[config.mk]
export PLATFORM = sky130hd
export DESIGN_NAME = i2s_shift_in_flat
export DESIGN_NICKNAME = d
export VERILOG_FILES = /design/src/rtl/i2s_shift_in_if.sv /design/src/rtl/i2s_shift_in.sv /design/src/flat_wrapper.sv
export SDC_FILE = /design/constraint.sdc
export NUM_CORES = 1
export LEC_CHECK = 0
export CAP_MARGIN = 10
export CORE_MARGIN = 3
export CORE_UTILIZATION = 46
export DETAILED_ROUTE_END_ITERATION = 8
export GPL_ROUTABILITY_DRIVEN = 1
export GPL_TIMING_DRIVEN = 0
export HOLD_SLACK_MARGIN = 0.08
export PLACE_DENSITY = 0.78
export SETUP_SLACK_MARGIN = 0.4
export SYNTH_ARGS = -nofsm -noshare
export SYNTH_HDL_FRONTEND = slang
export SYNTH_SLANG_ARGS = --single-unit
[constraint.sdc]
create_clock -name clk -period 1.6 [get_ports clk]
set_input_delay 0.24 -clock clk [delete_from_list [all_inputs] [get_ports clk]]
set_output_delay 0.24 -clock clk [all_outputs]
set_load 0.05 [all_outputs]
[src/rtl/i2s_shift_in_if.sv]
// FIFO-side bus of the I2S capture deserializer: stereo pair, write strobe,
// back-pressure and sticky overrun status.
interface i2s_shift_in_if;
  localparam int unsigned WORD_W = 32;

  logic              fifo_ready;
  logic [WORD_W-1:0] fifo_left_data;
  logic [WORD_W-1:0] fifo_right_data;
  logic              fifo_write;
  logic              overrun;

  modport master (
    input  fifo_ready,
    output fifo_left_data,
    output fifo_right_data,
    output fifo_write,
    output overrun
  );

  modport slave (
    output fifo_ready,
    input  fifo_left_data,
    input  fifo_right_data,
    input  fifo_write,
    input  overrun
  );
endinterface

[src/rtl/i2s_shift_in.sv]
// I2S receive deserializer: assembles left-justified 32-bit left/right words
// from the ADC serial stream and writes each complete stereo pair to the FIFO.
module i2s_shift_in (
  input  logic           clk,
  input  logic           reset,
  input  logic           enable,
  input  logic           bclk,
  input  logic           lrclk,
  input  logic           data_in,
  i2s_shift_in_if.master fifo
);
  localparam int unsigned WORD_W = 32;
  localparam int unsigned CNT_W  = 6;
  localparam int unsigned IDX_W  = 5;

  logic              bclk_d;
  logic              lrclk_d;
  logic [WORD_W-1:0] cap;
  logic [WORD_W-1:0] cap_nxt;
  logic [WORD_W-1:0] cap_final;
  logic [CNT_W-1:0]  cnt;
  logic [CNT_W-1:0]  cnt_nxt;
  logic              pending;
  logic              pending_nxt;
  logic              ch;
  logic              ch_nxt;
  logic              word_valid;
  logic              word_valid_nxt;
  logic              left_valid;
  logic              left_valid_nxt;
  logic [WORD_W-1:0] left_nxt;
  logic [WORD_W-1:0] right_nxt;
  logic              write_nxt;
  logic              overrun_nxt;
  logic              bclk_rise;
  logic              lr_edge;
  logic              slot_arm;
  logic              slot_ch;
  logic              slot_valid;
  logic              cnt_full;
  logic [IDX_W-1:0]  bit_idx;

  // Next-state: an lrclk edge in this cycle is folded in before the bclk rise,
  // so a coincident rise acts as the delay slot for that edge.
  always_comb begin
    bclk_rise      = bclk & ~bclk_d;
    lr_edge        = lrclk ^ lrclk_d;
    cnt_full       = (cnt >= CNT_W'(WORD_W));
    bit_idx        = IDX_W'(WORD_W - 1) - cnt[IDX_W-1:0];
    slot_arm       = pending | lr_edge;
    slot_ch        = lr_edge ? lrclk_d : ch;
    slot_valid     = word_valid & ~(lr_edge & pending);

    cap_final      = cap;
    if (!cnt_full) begin
      cap_final[bit_idx] = data_in;
    end

    cap_nxt        = cap;
    cnt_nxt        = cnt;
    pending_nxt    = pending;
    ch_nxt         = ch;
    word_valid_nxt = word_valid;
    left_valid_nxt = left_valid;
    left_nxt       = fifo.fifo_left_data;
    right_nxt      = fifo.fifo_right_data;
    write_nxt      = 1'b0;
    overrun_nxt    = fifo.overrun;

    if (!enable) begin
      cap_nxt        = '0;
      cnt_nxt        = '0;
      pending_nxt    = 1'b0;
      word_valid_nxt = 1'b0;
      left_valid_nxt = 1'b0;
      overrun_nxt    = 1'b0;
    end else begin
      pending_nxt    = slot_arm;
      ch_nxt         = slot_ch;
      word_valid_nxt = slot_valid;

      if (bclk_rise) begin
        if (slot_arm) begin
          if (!slot_ch) begin
            left_nxt       = cap_final;
            left_valid_nxt = slot_valid;
          end else begin
            right_nxt      = cap_final;
            if (slot_valid && left_valid) begin
              if (fifo.fifo_ready) begin
                write_nxt   = 1'b1;
              end else begin
                overrun_nxt = 1'b1;
              end
            end
            left_valid_nxt = 1'b0;
          end
          cap_nxt        = '0;
          cnt_nxt        = '0;
          pending_nxt    = 1'b0;
          word_valid_nxt = 1'b1;
        end else begin
          cap_nxt = cap_final;
          if (!cnt_full) begin
            cnt_nxt = cnt + CNT_W'(1);
          end
        end
      end
    end
  end

  // State and output registers.
  always_ff @(posedge clk) begin
    if (reset) begin
      bclk_d               <= 1'b0;
      lrclk_d              <= 1'b0;
      cap                  <= '0;
      cnt                  <= '0;
      pending              <= 1'b0;
      ch                   <= 1'b0;
      word_valid           <= 1'b0;
      left_valid           <= 1'b0;
      fifo.fifo_left_data  <= '0;
      fifo.fifo_right_data <= '0;
      fifo.fifo_write      <= 1'b0;
      fifo.overrun         <= 1'b0;
    end else begin
      bclk_d               <= bclk;
      lrclk_d              <= lrclk;
      cap                  <= cap_nxt;
      cnt                  <= cnt_nxt;
      pending              <= pending_nxt;
      ch                   <= ch_nxt;
      word_valid           <= word_valid_nxt;
      left_valid           <= left_valid_nxt;
      fifo.fifo_left_data  <= left_nxt;
      fifo.fifo_right_data <= right_nxt;
      fifo.fifo_write      <= write_nxt;
      fifo.overrun         <= overrun_nxt;
    end
  end
endmodule

[src/flat_wrapper.sv]
// flat-port wrapper written by rule: the top's interface ports become plain ports
module i2s_shift_in_flat 
  (clk, reset, enable, bclk, lrclk, data_in, fifo_fifo_ready, fifo_fifo_left_data, fifo_fifo_right_data, fifo_fifo_write, fifo_overrun);
  i2s_shift_in_if fifo_i ();
  input  logic clk;
  input  logic reset;
  input  logic enable;
  input  logic bclk;
  input  logic lrclk;
  input  logic data_in;
  input wire logic [$bits(fifo_i.fifo_ready)-1:0] fifo_fifo_ready;
  output wire logic [$bits(fifo_i.fifo_left_data)-1:0] fifo_fifo_left_data;
  output wire logic [$bits(fifo_i.fifo_right_data)-1:0] fifo_fifo_right_data;
  output wire logic [$bits(fifo_i.fifo_write)-1:0] fifo_fifo_write;
  output wire logic [$bits(fifo_i.overrun)-1:0] fifo_overrun;
  assign fifo_i.fifo_ready = fifo_fifo_ready;
  assign fifo_fifo_left_data = fifo_i.fifo_left_data;
  assign fifo_fifo_right_data = fifo_i.fifo_right_data;
  assign fifo_fifo_write = fifo_i.fifo_write;
  assign fifo_overrun = fifo_i.overrun;
  i2s_shift_in u_core (.clk(clk), .reset(reset), .enable(enable), .bclk(bclk), .lrclk(lrclk), .data_in(data_in), .fifo(fifo_i));
endmodule
==> Flow_metrics.wiki <==
{| class="wikitable"
! Metric !! Value
|-
| Result of the run || finished with violations
|-
| Violations in the final reports || negative setup slack
|-
| I/O Pins || 73
|-
| Type of the most critical hold path || in2reg
|-
| TritonCTS buffer count || 9
|-
| Count of cells along the worst register-to-register path || 5
|-
| Biggest area consumer among synthesized cells || dfxtp_1
|-
| Yosys top cell area share || slightly below 50%
|-
| Via Count || roughly 4400
|-
| Mean instance size in the synthesized netlist || between 9 and 10 sq um
|-
| Worst slew pin tran || around 740 ps
|-
| Number of buffers on the longest clock path || 2
|-
| Worst clock skew || approximately 11 ps
|-
| R2R Setup Slk || -10 ps
|-
| Crit path required time || 1850 ps
|-
| DP Cell Count || between 600 and 700
|-
| Post-synth net total || about 500
|-
| Share of layout cells above drive strength 1 || 54.1%
|-
| Crit start category || register
|-
| Worst setup path class || reg2reg
|-
| Number of enable-type register cells in the synthesized netlist || 0
|-
| Clock input transition at the sequential cells of the worst setup and hold paths || 110 ps
|-
| VDD IR-drop max || roughly 0.00057 V
|-
| Net count, final || ~610
|-
| Launch instance of the worst min-delay path || bclk
|-
| Final Routed Wirelength || approximately 15000 um
|-
| Fmax achieved || roughly 620 MHz
|-
| H-Tree Depth || 3
|-
| Pre-CTS setup slack || -611 ps
|-
| RD Place Congestion || 0.888
|-
| Count of final hold-check violations || 0
|-
| Final Worst Setup Slack || -10.7 ps
|-
| Number of distinct library cells after synthesis || 37
|-
| Number of antenna violations at the first check in global routing || 0
|-
| Top-count cell post-synth || dfxtp_1
|-
| Cell types with the highest counts after synthesis || 110 x dfxtp_1, 59 x a211oi_1, 56 x nand2_1
|-
| DRC viols || 0
|-
| GRT Resource Usage Total || approximately a quarter
|-
| Die area || 11000 sq um
|-
| Diode insertion count for antenna repair || 0
|-
| Final setup vio count || 2
|-
| Main flop type after synthesis || dfxtp_1
|-
| Cells after Synth || about 490
|-
| Horizontal die dimension || approximately 100 um
|-
| Number of clock sinks || 110
|-
| Number of global-route vias before repair || 4239
|-
| Remaining antenna violation count after routing || 0
|-
| Sum of overflow across all layers after global routing || 0
|-
| Post-synthesis async set-or-reset flop share || 0%
|-
| Seq cells post-synth || 110
|-
| Post-cts hold buffer count || 0
|-
| Starting density of the core || between 40 and 50%
|-
| Final Core Density || about 75%
|-
| Max-slew headroom || 50.4%
|-
| Critical path startpoint || u_core.cnt[4]$_SDFFE_PP0P_
|-
| Number of vias per cell after detailed routing || around 6
|-
| Insertion delay of the later-clocked pin in the worst-skew pair || between 300 and 400 ps
|-
| First-pass GRT wire length || approximately 22000 um
|-
| Dpl hpwl || ~8400 um
|-
| Arrival time of data at the critical path endpoint || approximately 1900 ps
|-
| Post-Layout Cell Count || around 740
|-
| Leak pwr || between 0.002 and 0.0025 uW
|-
| Number of synthesis warnings || 0
|-
| Filler Cells Inserted || 577
|-
| Endpoint of the worst register-to-register path || u_core.fifo.fifo_right_data[18]$_SDFFE_PP0P_
|-
| Clock tree from TritonCTS || yes
|-
| Layout Area Growth over Synthesis || 55.8%
|-
| Final-report max-slew violation count || 0
|-
| Setup repair after global routing missed its margin || yes
|-
| Die span in y || 105 um
|-
| Destination of the worst hold path || u_core.bclk_d$_SDFF_PP0_
|-
| Cell area after synthesis || approximately 4500 sq um
|-
| Crit path time final || about 1600 ps
|-
| Top area cells in the synthesized netlist || dfxtp_1 49%, a211oi_1 9.8%, mux2i_1 7.1%, nand2_1 4.7%, nor2_1 4.5%
|-
| Largest driver fanout on the critical path || 5
|-
| Initial DRC Count || between 200 and 300
|-
| Critical path capture point type || register
|-
| # rows || 35
|-
| # port buffers || a little over 70
|-
| Standard cell core area || 9370 sq um
|-
| Largest net degree at the start of global routing || 21
|-
| Worst R2R Start || u_core.cnt[4]$_SDFFE_PP0P_
|-
| Cell depth of the worst min-delay path || 2
|-
| CTS root buf || clkbuf_8
|-
| Post-route clock period utilization || 101%
|-
| Total power density per cell area || approximately 750 nW/um^2
|-
| Sequential element share of the synthesized area || between 40% and 50%
|-
| Number of max-cap violations || 0
|-
| Drt pass-1 iters || 5
|-
| Wire length per cell || around 21 um
|}
==> worst max-delay path, stage by stage (launching register included) <==
cell      delay, ps
dfxtp_2         360
buf_6           130
nand3b_1        320
nor2_2          230
mux2i_2         330
a211oi_1        120
==> state kept, by name, indices dropped and copies added (netlist names) <==
signal                       cells
u_core.bclk_d                    1
u_core.cap                      32
u_core.ch                        1
u_core.cnt                       6
u_core.fifo.fifo_left_data      32
u_core.fifo.fifo_right_data     32
u_core.fifo.fifo_write           1
u_core.fifo.overrun              1
u_core.left_valid                1
u_core.lrclk_d                   1
u_core.pending                   1
u_core.word_valid                1
==> layer usage <==
metal	wire (um)	GRT usage, %	vias to the layer above
met4	653	10.3	0
met3	981	4.57	64
met2	7840	41.5	207
met1	5960	29.6	2186
met5	0	0	-
li1	-	-	1965
==> metrics by stage <==
stage	setup TNS, ps	hold WS (ps)	total power (uW)	cell area (sq um)
6_report	-21.0	312	5280	7020
3_3_place_gp	-45130	432	3490	5620
2_1_floorplan	0	336	3300	4740
4_1_cts	0	273	5160	6320
5_1_grt	-577	303	5420	7020
3_5_place_dp	-49620	442	3500	5620
==> logic make-up after synthesis <==
| family | count (synthesis) | share of synthesized area (%) |
|---|---|---|
| mux | 32 | 7.11 |
| simple gates | 150 | 14.9 |
| flops | 110 | 48.9 |
| xor+xnor | 1 | 0.361 |
| buf+inv | 46 | 5.78 |
| fa+ha+maj | 4 | 1.11 |
| compound gates | 150 | 21.9 |
==> layout by cell type, fill, tap and decap left out, types with 7 or more instances in the layout <==
cell type | synthesis | final
a211oi_1 | 59 | 21
a211oi_2 | 5 | 43
a21oi_1 | 36 | 35
buf_4 | 3 | 35
buf_6 | 8 | 64
clkbuf_2 | 2 | 7
clkbuf_8 | 0 | 9
dfxtp_1 | 110 | 82
dfxtp_2 | 0 | 24
mux2i_2 | 0 | 14
mux2i_4 | 0 | 16
nand2_1 | 56 | 48
nand2_2 | 0 | 8
nor2_1 | 54 | 19
nor2_2 | 0 | 21
nor2_4 | 0 | 14
o21ai_0 | 36 | 8
o21ai_1 | 0 | 23
==> power by group <==
group	switching [uW]	internal (uW)	total [uW]	leakage (uW)
clock network	1060	606	1660	0.0000989
registers	47.7	2790	2840	0.000904
logic	499	276	775	0.00144
==> cell type report <==
type	count	area (sq um)	share of cell area [%]
flip-flops and latches	110	2250	32.0
repair buffers	99	1050	15.0
plain buffers	42	422	6.01
well taps	129	161	2.30
inverters	4	20.0	0.285
multi-input cells	337	2920	41.6
clock inverters	7	67.6	0.963
clock buffers	9	124	1.77
==> timing repair <==
| item | in CTS | in global routing |
|---|---|---|
| setup endpoints to repair | 173 | 151 |
| setup buffers | 13 | 9 |
| gates resized for setup | 539 | 156 |
| gates cloned | 2 | 4 |
| pin swaps | 16 | 39 |
==> how the worst max path moves through the flow <==
stage,to,slack (ps),cells after the start
3_5_place_dp,u_core.fifo.fifo_left_data[14]$_SDFFE_PP0P_,-610,6
5_1_grt,u_core.fifo.fifo_left_data[18]$_SDFFE_PP0P_,-110,5
6_report,u_core.fifo.fifo_right_data[18]$_SDFFE_PP0P_,-10,5
4_1_cts,u_core.fifo.fifo_left_data[24]$_SDFFE_PP0P_,110,5
2_1_floorplan,u_core.fifo.fifo_right_data[14]$_SDFFE_PP0P_,270,7
3_3_place_gp,u_core.fifo.fifo_left_data[3]$_SDFFE_PP0P_,-530,7
(Power assumes the default switching activity.)
